`src/rtl/uart_loopback_top.sv`:
```
// UART traffic block: incrementing-pattern 8N1 transmitter plus receiver that checks the same sequence.
// Define UART_FLOW_CTRL_EN to add RTS/CTS flow control (sig_rts_rx / sig_cts_tx).
module uart_loopback_top #(
  parameter int unsigned CLK_DIV   = 868,
  parameter int unsigned DATA_BITS = 8
) (
  input  logic       clock,
  input  logic       reset,
  input  logic       sig_rx,
  output logic       sig_tx,
  output logic [7:0] rx_byte,
  output logic       rx_valid,
  output logic       rx_error
`ifdef UART_FLOW_CTRL_EN
  ,
  input  logic       sig_rts_rx,
  output logic       sig_cts_tx
`endif
);

  localparam int unsigned CW = $clog2(CLK_DIV);
  localparam int unsigned IW = $clog2(DATA_BITS);
  localparam logic [CW-1:0] BIT_LAST  = CW'(CLK_DIV - 1);
  localparam logic [CW-1:0] HALF_LAST = CW'(CLK_DIV / 2 - 1);
  localparam logic [IW-1:0] IDX_LAST  = IW'(DATA_BITS - 1);

  typedef enum logic [1:0] {TX_IDLE, TX_START, TX_DATA, TX_STOP} tx_state_t;
  typedef enum logic [1:0] {RX_IDLE, RX_START, RX_DATA, RX_STOP} rx_state_t;

  // ---------------- transmitter ----------------
  tx_state_t     tx_state, tx_state_d;
  logic [CW-1:0] tx_cnt, tx_cnt_d;
  logic [IW-1:0] tx_idx, tx_idx_d;
  logic [7:0]    tx_gen, tx_gen_d;
  logic          tx_line_d;
  logic          tx_bit_end;
  logic          tx_go;

`ifdef UART_FLOW_CTRL_EN
  logic rts_s1, rts_s2;

  always_ff @(posedge clock or negedge reset) begin
    if (!reset) begin
      rts_s1 <= 1'b1;
      rts_s2 <= 1'b1;
    end else begin
      rts_s1 <= sig_rts_rx;
      rts_s2 <= rts_s1;
    end
  end

  assign tx_go = ~rts_s2;
`else
  assign tx_go = 1'b1;
`endif

  assign tx_bit_end = (tx_cnt == BIT_LAST);

  // Idle timer saturates at BIT_LAST; leaving STOP preloads it so the next frame waits one cycle.
  always_comb begin
    tx_state_d = tx_state;
    tx_cnt_d   = tx_cnt;
    tx_idx_d   = tx_idx;
    tx_gen_d   = tx_gen;
    tx_line_d  = 1'b1;
    case (tx_state)
      TX_IDLE: begin
        if (tx_bit_end && tx_go) begin
          tx_state_d = TX_START;
          tx_cnt_d   = '0;
        end else if (!tx_bit_end) begin
          tx_cnt_d = tx_cnt + CW'(1);
        end
      end
      TX_START: begin
        if (tx_bit_end) begin
          tx_state_d = TX_DATA;
          tx_cnt_d   = '0;
          tx_idx_d   = '0;
        end else begin
          tx_cnt_d = tx_cnt + CW'(1);
        end
      end
      TX_DATA: begin
        if (tx_bit_end) begin
          tx_cnt_d = '0;
          if (tx_idx == IDX_LAST) tx_state_d = TX_STOP;
          else                    tx_idx_d   = tx_idx + IW'(1);
        end else begin
          tx_cnt_d = tx_cnt + CW'(1);
        end
      end
      TX_STOP: begin
        if (tx_bit_end) begin
          tx_state_d = TX_IDLE;
          tx_cnt_d   = BIT_LAST;
          tx_gen_d   = tx_gen + 8'd1;
        end else begin
          tx_cnt_d = tx_cnt + CW'(1);
        end
      end
      default: tx_state_d = TX_IDLE;
    endcase
    case (tx_state_d)
      TX_START: tx_line_d = 1'b0;
      TX_DATA:  tx_line_d = tx_gen[tx_idx_d];
      default:  tx_line_d = 1'b1;
    endcase
  end

  always_ff @(posedge clock or negedge reset) begin
    if (!reset) begin
      tx_state <= TX_IDLE;
      tx_cnt   <= '0;
      tx_idx   <= '0;
      tx_gen   <= 8'h00;
      sig_tx   <= 1'b1;
    end else begin
      tx_state <= tx_state_d;
      tx_cnt   <= tx_cnt_d;
      tx_idx   <= tx_idx_d;
      tx_gen   <= tx_gen_d;
      sig_tx   <= tx_line_d;
    end
  end

  // ---------------- receiver and checker ----------------
  logic                 rx_s1, rx_s2, rx_prev;
  logic                 rx_fall;
  rx_state_t            rx_state, rx_state_d;
  logic [CW-1:0]        rx_cnt, rx_cnt_d;
  logic [IW-1:0]        rx_idx, rx_idx_d;
  logic [DATA_BITS-1:0] rx_shift, rx_shift_d;
  logic [7:0]           rx_exp, rx_exp_d;
  logic [7:0]           rx_byte_d;
  logic                 rx_valid_d, rx_error_d;
  logic [7:0]           rx_word;

  always_ff @(posedge clock or negedge reset) begin
    if (!reset) begin
      rx_s1   <= 1'b1;
      rx_s2   <= 1'b1;
      rx_prev <= 1'b1;
    end else begin
      rx_s1   <= sig_rx;
      rx_s2   <= rx_s1;
      rx_prev <= rx_s2;
    end
  end

  // A held-low line never produces a second 1->0 edge, so a break yields one framing error.
  assign rx_fall = rx_prev & ~rx_s2;
  assign rx_word = 8'(rx_shift);

  always_comb begin
    rx_state_d = rx_state;
    rx_cnt_d   = rx_cnt;
    rx_idx_d   = rx_idx;
    rx_shift_d = rx_shift;
    rx_exp_d   = rx_exp;
    rx_byte_d  = rx_byte;
    rx_valid_d = 1'b0;
    rx_error_d = rx_error;
    case (rx_state)
      RX_IDLE: begin
        if (rx_fall) begin
          rx_state_d = RX_START;
          rx_cnt_d   = '0;
        end
      end
      RX_START: begin
        if (rx_cnt == HALF_LAST) begin
          rx_cnt_d = '0;
          rx_idx_d = '0;
          if (rx_s2) rx_state_d = RX_IDLE;
          else       rx_state_d = RX_DATA;
        end else begin
          rx_cnt_d = rx_cnt + CW'(1);
        end
      end
      RX_DATA: begin
        if (rx_cnt == BIT_LAST) begin
          rx_cnt_d   = '0;
          rx_shift_d = {rx_s2, rx_shift[DATA_BITS-1:1]};
          if (rx_idx == IDX_LAST) rx_state_d = RX_STOP;
          else                    rx_idx_d   = rx_idx + IW'(1);
        end else begin
          rx_cnt_d = rx_cnt + CW'(1);
        end
      end
      RX_STOP: begin
        if (rx_cnt == BIT_LAST) begin
          rx_state_d = RX_IDLE;
          rx_cnt_d   = '0;
          if (rx_s2) begin
            rx_byte_d  = rx_word;
            rx_valid_d = 1'b1;
            rx_exp_d   = rx_word + 8'd1;
            if (rx_word != rx_exp) rx_error_d = 1'b1;
          end else begin
            rx_error_d = 1'b1;
          end
        end else begin
          rx_cnt_d = rx_cnt + CW'(1);
        end
      end
      default: rx_state_d = RX_IDLE;
    endcase
  end

  always_ff @(posedge clock or negedge reset) begin
    if (!reset) begin
      rx_state <= RX_IDLE;
      rx_cnt   <= '0;
      rx_idx   <= '0;
      rx_shift <= '0;
      rx_exp   <= 8'h00;
      rx_byte  <= 8'h00;
      rx_valid <= 1'b0;
      rx_error <= 1'b0;
    end else begin
      rx_state <= rx_state_d;
      rx_cnt   <= rx_cnt_d;
      rx_idx   <= rx_idx_d;
      rx_shift <= rx_shift_d;
      rx_exp   <= rx_exp_d;
      rx_byte  <= rx_byte_d;
      rx_valid <= rx_valid_d;
      rx_error <= rx_error_d;
    end
  end

`ifdef UART_FLOW_CTRL_EN
  // Clear-to-send tracks the receiver being idle, aligned with the registered RX state.
  always_ff @(posedge clock or negedge reset) begin
    if (!reset) sig_cts_tx <= 1'b1;
    else        sig_cts_tx <= (rx_state_d != RX_IDLE);
  end
`endif

endmodule

```
`config.mk`:
```
export PLATFORM = sky130hd
export DESIGN_NAME = uart_loopback_top
export DESIGN_NICKNAME = d
export VERILOG_FILES = /design/src/rtl/uart_loopback_top.sv
export SDC_FILE = /design/constraint.sdc
export NUM_CORES = 1
export LEC_CHECK = 0
export BUFFER_PORTS_ARGS = -buffer_cell sky130_fd_sc_hd__buf_4
export CAP_MARGIN = 20
export CORE_ASPECT_RATIO = 0.5
export CORE_UTILIZATION = 60
export CTS_CLUSTER_SIZE = 12
export DETAILED_ROUTE_END_ITERATION = 10
export GPL_TIMING_DRIVEN = 0
export PLACE_DENSITY_LB_ADDON = 0.05
export SLEW_MARGIN = 20
export SYNTH_ARGS = -nofsm -noshare
export SYNTH_HDL_FRONTEND = slang
export SYNTH_SLANG_ARGS = --single-unit
```
`constraint.sdc`:
```
create_clock -name clock -period 3.55 [get_ports clock]
set_clock_uncertainty 0.15 [all_clocks]
set_input_delay 0.71 -clock clock [delete_from_list [all_inputs] [get_ports clock]]
set_output_delay 0.71 -clock clock [all_outputs]
set_load 0.01 [all_outputs]
```
==> impl_results.md <==
* Worst setup EP type: register
* Final setup vio count at 0
* Vias in the first global route at 2220
* CTS Buffer Depth at 2
* Fin cells at slightly above 400
* Pre-CTS setup slack at 0.662 ns
* Routed WL at around 6.3 mm
* VDD IR max at between 0.0003 and 0.0004 V
* Clock period minus worst slack at 2.89 ns
* Syn Area/Cell at 10.8 sq um
* Pin count of the biggest net entering global routing at just under 70
* Final #Nets at about 350
* WHS at 0.216 ns
* Core area at 5180 sq um
* Final hold vios at 0
* DR pass1 iterations at 5
* Initial Util at around 65%
* DP HPWL at 4.25 mm
* Status: complete, no violations
* CP max FO at 5
* Worst setup path end: sig_tx$_DFF_PN1_
* Via density at between 5 and 6
* Worst r2r src: tx_cnt[0]$_DFF_PN0_
* Hold Path Class: register to register
* Ys Warns at 0
* TritonCTS Buffers at 9
* H-tree depth at 3
* Antenna Violating Nets Remaining at 0
* Wire per inst at 15.4 microns
* GRT overflow at 0
* Share of cells above drive strength 1 at 16.7%
* First-pass GRT wire length at between 10 and 15 mm
* CTS clock-pin slew for the worst setup and hold paths at 0.05 ns
* Synth Cell Area at about 3400 sq um
* Synth Net Count at 328
* Critical path launch point type: register
* Worst R2R Path Depth at 8
* PwrDens at 505 nW/um^2
* Post-route cell area at 3860 sq um
* Most used DFF post-synth: dfrtp_1
* Die width at roughly 110 microns
* Unrepaired setup endpoints after global routing: no
* Relative slew slack at around 44%
* Max-Cap Viols at 0
* Mapped Cells at 313
* Num rows at 18
* WP data arrival at just under 3 ns
* Synth-to-Final Area Change at 13.9%
* CTS Root Cell: clkbuf_16
* Initial antenna violation count at 0
* Register area share after synthesis at 50.3%
* EDFF count, synth at 0
* Gpl congestion at 0.812
* # DRC at 0
* Commonest non-fill, non-tap cell in the layout: dfrtp_1
* Die Y-Extent at 55.2 microns
* Total track usage at 23.4%
* Worst Path Required at 3.63 ns
* Fin crit share at between 80% and 90%
* Crit path from: tx_cnt[0]$_DFF_PN0_
* Yosys cell types at 53
* Die ar. at approximately 6000 sq um
* Number of port buffers at 13
* Fmax at 346 MHz
* Flip-flop and latch count after synthesis at 68
* HP Start: rx_s1$_DFF_PN1_
* CTS sink cnt at 68
* Placed Cells at 396
* Crit Path Class: register to register
* Capturing point of the worst reg2reg path: sig_tx$_DFF_PN1_
* Via count at around 2400
* Slew Limit Fails at 0
* Postcts setup bufs at 0
* Initial DRC Count at ~190
* Ant. Diodes at 0
* WHS Path Cells at 0
* DP Area at 3580 sq um
* Worst skew pair latency at around 0.32 ns
* Slack of the critical path at 0.657 ns
* Fin Setup TNS at 0 ns
* I/O pin total at 14
* FFs w/ async S/R, synth at 100%
* Actual transition at the worst max-transition pin at 0.840 ns
* Leakage at 1.84 nW
* Most frequent cells in the layout: dfrtp_1 (64), nand2_1 (26), nor2_1 (21)
* CTS tree: built
* Post-CTS Hold Buffers at 0
* CTS resizes at 0
* R2R setup slack at between 0.6 and 0.7 ns
## final cells by class
type / instances / area [sq um]
Fill cell: 353 / 1320
Buffer: 12 / 45.0
Inverter: 8 / 30.0
Timing Repair Buffer: 13 / 97.6
Sequential cell: 68 / 1710
Tap cell: 70 / 87.6
Clock buffer: 11 / 233
Clock inverter: 5 / 52.6
Multi-Input combinational cell: 225 / 1610
## metrics by stage
step | total power, mW | utilization (%)
floorplan | 1.03 | -
global placement | 1.08 | 69.0
detailed placement | 1.10 | 69.0
CTS | 1.95 | 74.5
global route | 2.02 | 74.5
finish | 1.95 | 74.5
## critical path, cell delays in order (launching register included)
cell	delay, ns
dfrtp_1	0.38
ha_1	0.21
or3b_4	0.44
nor4_4	0.33
nor3b_1	0.10
a221oi_2	0.35
mux2_2	0.41
a2111oi_4	0.36
a211oi_2	0.07
## kinds of logic (layout without fill, tap and decap cells)
kind of cell             Yosys count  in the layout  synth area share, %
AO/OA/AOI/OAI                     55             55                 11.8
XOR/XNOR                          30             30                 7.75
adder cells (fa/ha/maj)           12             12                 4.43
buffers and inverters             20             49                 2.21
flip-flops                        68             68                 50.3
multiplexers                      21             21                 6.94
AND/OR/NAND/NOR                  107            107                 16.5
## power by group
part	switching [mW]	internal [mW]	total, mW
sequential	0.0760	0.837	0.914
clock	0.310	0.540	0.850
combinational	0.106	0.0796	0.186
total	0.492	1.46	1.95
## layer usage
metal / vias to the layer above / wire [microns] / GRT usage [%]
li1: 1163 / - / -
met1: 1196 / 2860 / 28.0
met2: 71 / 3120 / 41.4
met3: 14 / 290 / 6.09
met4: 0 / 78 / 10.8
met5: - / 0 / 0
## synthesized netlist by cell type, types with 2 or more instances
library cell / number / area (sq um)
a211oi_1: 2 / 15.0
a211oi_2: 2 / 25.0
a21oi_1: 4 / 20.0
a22o_1: 5 / 43.8
a31oi_1: 3 / 18.8
and3_1: 12 / 75.1
clkbuf_1: 12 / 45.0
dfrtp_1: 64 / 1600
dfstp_2: 4 / 105
ha_1: 12 / 150
inv_1: 6 / 22.5
inv_2: 2 / 7.51
mux2_1: 6 / 67.6
mux2_2: 14 / 158
nand2_1: 26 / 97.6
nand2b_1: 5 / 31.3
nand3_1: 18 / 90.1
nand4_1: 3 / 18.8
nor2_1: 21 / 78.8
nor3_1: 7 / 35.0
nor4_1: 2 / 12.5
o21ai_0: 11 / 55.1
o21ai_1: 12 / 60.1
o31ai_1: 2 / 15.0
or3_1: 2 / 12.5
xnor2_1: 13 / 114
xor2_1: 17 / 149
## registers in the layout (all words and copies together), names as in the netlist, named ones only
register / count
rx_idx: 3
rx_s1: 1
rx_cnt: 10
rx_state: 1
rx_byte: 8
rx_s2: 1
tx_cnt: 10
rx_exp: 8
tx_state: 2
rx_error: 1
sig_tx: 1
tx_gen: 8
tx_idx: 3
rx_valid: 1
rx_prev: 1
rx_shift: 8
## how the worst min path moves through the flow
stage	end	slack (ns)
2_1_floorplan	rx_s2$_DFF_PN1_	0.20
3_3_place_gp	rx_s2$_DFF_PN1_	0.20
3_5_place_dp	rx_s2$_DFF_PN1_	0.21
4_1_cts	rx_s2$_DFF_PN1_	0.22
5_1_grt	rx_s2$_DFF_PN1_	0.22
6_report	rx_s2$_DFF_PN1_	0.22
(Power assumes the default switching activity.)
